$ cat config.mk
export PLATFORM = sky130hd
export DESIGN_NAME = pc_jump_seq
export DESIGN_NICKNAME = d
export VERILOG_FILES = /design/src/rtl/pc_jump_seq_pkg.sv /design/src/rtl/pc_jump_seq_jtf.sv /design/src/rtl/pc_jump_seq.sv
export SDC_FILE = /design/constraint.sdc
export NUM_CORES = 1
export LEC_CHECK = 0
export CAP_MARGIN = 20
export CORE_MARGIN = 1.5
export CORE_UTILIZATION = 41
export CTS_CLUSTER_DIAMETER = 120
export DETAILED_ROUTE_END_ITERATION = 12
export PLACE_DENSITY = 0.79
export SKIP_CTS_REPAIR_TIMING = 1
export SKIP_LAST_GASP = 1
export SLEW_MARGIN = 10
export SYNTH_ARGS = -nofsm -noshare
export SYNTH_HDL_FRONTEND = slang
export SYNTH_SLANG_ARGS = --single-unit
$ cat constraint.sdc
create_clock -name clk -period 3.1 [get_ports clk]
set_clock_uncertainty 0.15 [all_clocks]
set_input_delay 0.62 -clock clk [delete_from_list [all_inputs] [get_ports clk]]
set_output_delay 0.62 -clock clk [all_outputs]
set_load 0.005 [all_outputs]
$ cat src/rtl/pc_jump_seq_pkg.sv
// pc_jump_seq_pkg: shared state encoding, default vectors and next-pc select codes
package pc_jump_seq_pkg;
  typedef enum logic {
    RUN  = 1'b0,
    TRAP = 1'b1
  } state_e;
  typedef enum logic [2:0] {
    SEL_SEQ  = 3'd0,
    SEL_BR   = 3'd1,
    SEL_JR   = 3'd2,
    SEL_J    = 3'd3,
    SEL_EXC  = 3'd4,
    SEL_HOLD = 3'd5
  } sel_e;
  localparam logic [31:0] RESET_PC_DEF   = 32'h0000_0000;
  localparam logic [31:0] EXC_VECTOR_DEF = 32'h0000_0080;
  function automatic logic misaligned(input logic [31:0] a);
    return |a[1:0];
  endfunction
endpackage

$ cat src/rtl/pc_jump_seq_jtf.sv
// jump_target_form: builds the J/JAL target from the PC+4 region and the shifted index
//   pc_plus4 : PC+4 of the ID instruction (only the top nibble selects the region)
//   jidx28   : instr[25:0] << 2
//   target   : {pc_plus4[31:28], jidx28}
module jump_target_form (
  input  logic [31:0] pc_plus4,
  input  logic [27:0] jidx28,
  output logic [31:0] target
);
  assign target = {pc_plus4[31:28], jidx28};
endmodule

$ cat src/rtl/pc_jump_seq.sv
// pc_jump_seq: fetch PC sequencer arbitrating branch, JR, J, stall and misaligned-JR trap
//   clk, reset        : clock, async active-high reset
//   stall             : hold PC and IF/ID
//   id_jump/id_jidx28/id_pc_plus4 : J/JAL in ID and its target fields
//   id_jr/id_jr_target: JR/JALR in ID and forwarded rs
//   ex_br_taken/ex_br_target      : taken branch resolved in EX
//   pc, pc_plus4      : fetch address and its successor
//   if_flush, id_flush, exc       : combinational squash and trap pulses
//   bad_addr          : last misaligned JR target
//   redirect_cnt      : saturating count of RUN-state redirects
module pc_jump_seq
  import pc_jump_seq_pkg::*;
#(
  parameter logic [31:0] RESET_PC   = RESET_PC_DEF,
  parameter logic [31:0] EXC_VECTOR = EXC_VECTOR_DEF,
  parameter int          CNT_W      = 16
) (
  input  logic             clk,
  input  logic             reset,
  input  logic             stall,
  input  logic             id_jump,
  input  logic [27:0]      id_jidx28,
  input  logic [31:0]      id_pc_plus4,
  input  logic             id_jr,
  input  logic [31:0]      id_jr_target,
  input  logic             ex_br_taken,
  input  logic [31:0]      ex_br_target,
  output logic [31:0]      pc,
  output logic [31:0]      pc_plus4,
  output logic             if_flush,
  output logic             id_flush,
  output logic             exc,
  output logic [31:0]      bad_addr,
  output logic [CNT_W-1:0] redirect_cnt
);
  state_e           state_q, state_d;
  sel_e             sel;
  logic [31:0]      pc_q, pc_d, bad_q, bad_d, j_target;
  logic [CNT_W-1:0] cnt_q, cnt_d;
  logic             if_fl, id_fl, exc_p;
  jump_target_form u_jtf (
    .pc_plus4 (id_pc_plus4),
    .jidx28   (id_jidx28),
    .target   (j_target)
  );
  // Priority: EX branch is older than anything in ID, so it beats stall and ID jumps.
  always_comb begin
    sel     = SEL_SEQ;
    state_d = state_q;
    bad_d   = bad_q;
    if_fl   = 1'b0;
    id_fl   = 1'b0;
    exc_p   = 1'b0;
    if (state_q == TRAP) begin
      state_d = RUN;
      exc_p   = 1'b1;
      if_fl   = 1'b1;
    end else if (ex_br_taken) begin
      sel   = SEL_BR;
      if_fl = 1'b1;
      id_fl = 1'b1;
    end else if (stall) begin
      sel = SEL_HOLD;
    end else if (id_jr && misaligned(id_jr_target)) begin
      sel     = SEL_EXC;
      bad_d   = id_jr_target;
      if_fl   = 1'b1;
      state_d = TRAP;
    end else if (id_jr) begin
      sel   = SEL_JR;
      if_fl = 1'b1;
    end else if (id_jump) begin
      sel   = SEL_J;
      if_fl = 1'b1;
    end
  end
  // TRAP leaves pc at the vector and steps past it on exit; wrap at the top is silent.
  always_comb begin
    pc_d = sel == SEL_BR   ? ex_br_target :
           sel == SEL_JR   ? id_jr_target :
           sel == SEL_J    ? j_target     :
           sel == SEL_EXC  ? EXC_VECTOR   :
           sel == SEL_HOLD ? pc_q         : pc_q + 32'd4;
    cnt_d = (state_q == RUN && if_fl && !(&cnt_q)) ? cnt_q + CNT_W'(1) : cnt_q;
  end
  always_ff @(posedge clk or posedge reset) begin
    if (reset) begin
      state_q <= RUN;
      pc_q    <= RESET_PC;
      bad_q   <= '0;
      cnt_q   <= '0;
    end else begin
      state_q <= state_d;
      pc_q    <= pc_d;
      bad_q   <= bad_d;
      cnt_q   <= cnt_d;
    end
  end
  // Reset must silence the combinational pulses at once, not just at the next edge.
  assign if_flush     = if_fl & ~reset;
  assign id_flush     = id_fl & ~reset;
  assign exc          = exc_p & ~reset;
  assign pc           = pc_q;
  assign pc_plus4     = pc_q + 32'd4;
  assign bad_addr     = bad_q;
  assign redirect_cnt = cnt_q;
endmodule
# [Word level (Yosys, flattened, before mapping)]
# Cells that the tools add are included.
# W data, S select, Z words.
[totals] ff_bits=81 inputBits=130
[op_classes] add_sub_neg=2 n_eq_ne=6 mux=24 n_bitwise=7 n_reduce_logical=7
[op_table] operator="$mux W32" count=5
[op_table] operator="$add A32 B3 Y32 const B" count=1
[op_table] operator="$add A16 B1 Y16 const B" count=1
[op_table] operator="$reduce_and A16 Y1" count=1
[op_table] operator="$mux W1" count=13
[op_table] operator="$mux W3" count=4
[op_table] operator="$eq A3 B2 Y1 const B" count=2
[op_table] operator="$eq A3 B3 Y1 const B" count=2
[op_table] operator="$ne A5 B5 Y1 const B" count=1
[op_table] operator="$mux W2" count=2
[op_table] operator="$not A1 Y1" count=4
[op_table] operator="$reduce_and A4 Y1" count=1
[op_table] operator="$and A1 B1 Y1" count=3
[op_table] operator="$eq A3 B1 Y1 const B" count=1
[op_table] operator="$logic_and A1 B1 Y1" count=3
[op_table] operator="$reduce_or A2 Y1" count=1
[op_table] operator="$logic_not A1 Y1" count=1

# [Depth between registers and ports, before layout]
[logic_depth] depth_word=12 mapped_depth=8 depth_no_buf=6

# [By module]
# From an unflattened synthesis, not the netlist that was laid out.
[hier_totals] cells_unflattened=546 hier_area_um2=5096.1
[by_module_without_submodules] module="pc_jump_seq" instances=1 cells_each=514 area_each_um2=4855.9 seq_area_each_um2=2026.9
[by_module_without_submodules] module="jump_target_form" instances=1 cells_each=32 area_each_um2=240.2 seq_area_each_um2=0.0

# [Worst setup path after synthesis]
# Ideal clock, no wire load.
[synth_path] path_type="flip-flop to output port" startpoint="register pc_q[8], in the netlist pc[8]" endpoint="output pc_plus4[25]" arrival_ps=1599 t_required_ps=2330 slack_ps=731 path_stages_with_launch=5 n_path_buf=0 path_cell_list="dfrtp_1 -> and4_1 -> nand4_2 -> or4_4 -> xnor2_2"
[synth_between] elab_chain_cells=1
[synth_lines] element="start, declared" line="pc_jump_seq.sv:38" source="logic [31:0] pc_q, pc_d, bad_q, bad_d, j_target;"
[synth_lines] element="start signal, assigned" line="pc_jump_seq.sv:94" source="pc_q <= pc_d;"
[synth_lines] element="$add A32 B3 Y32" line="pc_jump_seq.sv:104" source="assign pc_plus4 = pc_q + 32'd4;"
[synth_lines] element="end, declared" line="pc_jump_seq.sv:29" source="output logic [31:0] pc_plus4,"
# No other way between the ends.

# [Final worst setup path]
[layout_path] startpoint="register pc_q[7], in the netlist pc[7]" endpoint="output pc_plus4[30]"
# Same word-level chain as after synthesis.

==> results.py <==
metrics = {
    "placement": {
        "dp_cells": 889,
        "io_buffers": 216,
        "post_dp_cell_area_um2": 7450,
        "place_congestion": 0.873,
        "dpl.hpwl_um": 14200,
    },
    "floorplan": {
        "initial_utilization_pct": 42.3,
        "core.rowCount": 39,
        "core_um2": 11500,
        "fp.dieW_um": 112,
        "die_area_um2": 12500,
        "num_io_pins": 245,
        "die_h_um": 112,
    },
    "global_routing": {
        "grt_max_degree": 44,
        "antenna_found_initial": 0,
        "grt_pass1_wl_um": 29700,
        "grt-ovfl-total": 0,
        "track_usage_pct": 30.2,
        "first_global_vias": 5514,
    },
    "min_path": {
        "min_from": "bad_addr[23]$_DFFE_PP0P_",
        "min_to": "bad_addr[23]$_DFFE_PP0P_",
        "hold_path.class": "flip-flop to flip-flop",
        "min_path_cells": 1,
    },
    "yosys": {
        "syn_area_per_cell_um2": 9.45,
        "async_flop_share_pct": 100,
        "synth_cells": 514,
        "synth_ff_type": "dfrtp_1",
        "synthDistinctLibCells": 55,
        "syn_nets": 646,
        "yosysSeqAreaShare_pct": 41.7,
        "syn_area_um2": 4860,
        "synth_edf_count": 0,
        "synth_warnings": 0,
        "ys_ff_latch": 81,
    },
    "flow_run": {
        "cap_violations": 0,
    },
    "power_and_ir_drop": {
        "power_mw": 3.89,
        "max-vdd-ir-drop_mv": 0.350,
        "powerDensity_nw_per_um2": 485,
        "p_leak_nw": 3.51,
    },
    "layout": {
        "final_cell_mix": "clkdlybuf4s50_1, dfrtp_1, buf_4",
        "final_area_um2": 8020,
        "num_antenna_cells": 0,
        "layout_commonest_cell": "clkdlybuf4s50_1",
        "final.fill_count": 859,
        "area.growth.synth_to_final_pct": 65.2,
        "fin_cells": 919,
        "layout.nets": 903,
        "multi_input_area_um2": 2820,
        "utilization_pct": 70.0,
        "seq_area_um2": 2030,
        "drive_gt1_share_pct": 20.0,
    },
    "clock_network": {
        "h-tree-depth": 3,
        "clk_path_buf_depth": 2,
        "cts_buffers": 9,
        "clk_pin_slew_ns": 0.07,
        "insertion_delay_ns": 0.35,
        "cts_root_buf": "clkbuf_16",
        "cts.sinks": 81,
        "cts_tree": "yes",
    },
    "routing": {
        "wire_per_inst_um": 21.1,
        "via_count": 5465,
        "dr.pass1.iters": 5,
        "ant_nets": 0,
        "via_per_inst": 5.95,
        "drt_iter0_drc": 429,
        "wl_um": 19400,
        "drc_errors": 0,
    },
    "critical_path": {
        "cp_slowest_stage_delay_ns": 0.55,
        "startpoint_type": "flip-flop",
        "critPathTopFamily": "simple AND/OR/NAND/NOR gates",
        "reg2regPathDepth": 5,
        "crit_fanout": 6,
        "cp_num_buf_inv": 2,
        "endpoint_kind": "output pin",
        "r2r-end": "pc[3]$_DFFE_PP0P_",
        "cp.arrival_ns": 2.45,
        "worstPathCellList": "and4_1, buf_4, nand2_2, nor4_4, xor2_1, clkdlybuf4s50_1",
        "cp.required_ns": 2.33,
        "r2r_setup_slack_ns": 0.64,
        "crit_type": "flip-flop to output pin",
        "crit_slowest_cell": "clkdlybuf4s50_1",
        "timing.rr.start": "state_q$_DFF_PP0_",
    },
    "timing": {
        "finalMaxSlewViolations": 0,
        "fmax_mhz": 311,
        "max_slew_margin_pct": 57.5,
        "hold_viol_final": 0,
        "holdWs_ns": 0.356,
        "finalWorstSetupSlack_ns": -0.118,
        "layout_min_cycle_time_ns": 3.22,
        "rsz0062_at_grt": "yes",
        "worst_slew_pin_slew_ns": 0.635,
        "setup_viol": 3,
        "period_share_pct": 104,
    },
    "run_status": {
        "status": "finished, violations left",
        "violations": "setup timing",
    },
}
[power breakdown]
| part | total [mW] | leakage, nW | switching, mW | internal (mW) |
|---|---|---|---|---|
| clock | 1.00 | 0.131 | 0.462 | 0.541 |
| sequential | 1.44 | 0.988 | 0.180 | 1.26 |
| combinational | 1.45 | 2.39 | 0.558 | 0.892 |
[cells by family after synthesis]
kind of cell               Yosys count  synth area share (%)
and+or+nand+nor                    177                  18.4
DFF                                 81                  41.7
buffers and inverters               41                  3.86
adders and majority gates            2                 0.515
AOI/OAI and AO/OA                  138                  20.1
muxes                               33                  7.65
xor gates and xnor gates            42                  7.73
[worst max path at each step]
| stage | start | end | cells after the start |
|---|---|---|---|
| after CTS | pc[11]$_DFFE_PP0P_ | pc_plus4[22] | 6 |
| after detailed placement | pc[11]$_DFFE_PP0P_ | pc_plus4[22] | 6 |
| final | pc[7]$_DFFE_PP0P_ | pc_plus4[30] | 6 |
| after global placement | pc[11]$_DFFE_PP0P_ | pc_plus4[22] | 6 |
| after global routing | pc[6]$_DFFE_PP0P_ | pc_plus4[24] | 6 |
| after floorplan | reset | bad_addr[0]$_DFFE_PP0P_ | 1 |
[flip-flops by register name (all words and copies together) (netlist names)]
register / flops
bad_addr: 32
pc: 32
redirect_cnt: 16
state_q: 1
[layer usage]
layer | vias up | GRT usage (%) | share of wire (%)
li1 | 2413 | - | -
met1 | 2661 | 38.9 | 38
met2 | 341 | 49.1 | 49
met3 | 50 | 6.21 | 9.2
met4 | 0 | 13.8 | 3.4
met5 | - | 0 | 0
[cell type report]
type	instances	share of cell area, %
timing repair buffer	278	33.5
multi-input combinational	392	35.1
clock buffer	9	2.81
tap	143	2.23
sequential	81	25.3
inverter	9	0.437
clock inverter	7	0.593
[worst reg2reg max path, delay by kind of cell, from the launching register on]
family / cells / cell delay, ns
AND/OR/NAND/NOR: 2 / 1.02
AO/OA/AOI/OAI: 3 / 0.58
flip-flops: 1 / 0.61
[through the flow]
stage | worst slack [ns] | TNS, ns
global route | -0.233 | -0.583
floorplan | 0.250 | 0
CTS | -0.322 | -2.39
global placement | 0.109 | 0
finish | -0.118 | -0.268
detailed placement | 0.0570 | 0
[synthesized netlist by cell type (all sizes together) (2+ instances only)]
master | n | area [um2]
mux2 | 33 | 372
o21ai | 22 | 110
a31o | 4 | 35.0
a32oi | 2 | 17.5
o32ai | 4 | 35.0
dfrtp | 81 | 2030
nor2 | 51 | 191
ha | 2 | 25.0
nor4 | 8 | 50.1
a22o | 10 | 87.6
a22oi | 10 | 100
xnor2 | 25 | 226
inv | 9 | 33.8
nand2 | 38 | 143
nand4 | 17 | 113
clkbuf | 19 | 71.3
nand3 | 25 | 125
o22ai | 8 | 50.1
nor3 | 5 | 30.0
buf | 13 | 82.6
and2 | 5 | 31.3
or3b | 2 | 17.5
or3 | 2 | 12.5
a221o | 16 | 160
and4 | 4 | 35.0
xor2 | 17 | 149
a21oi | 43 | 219
a21o | 9 | 67.6
and3 | 13 | 81.3
nor4b | 2 | 23.8
(Power assumes the default switching activity.)
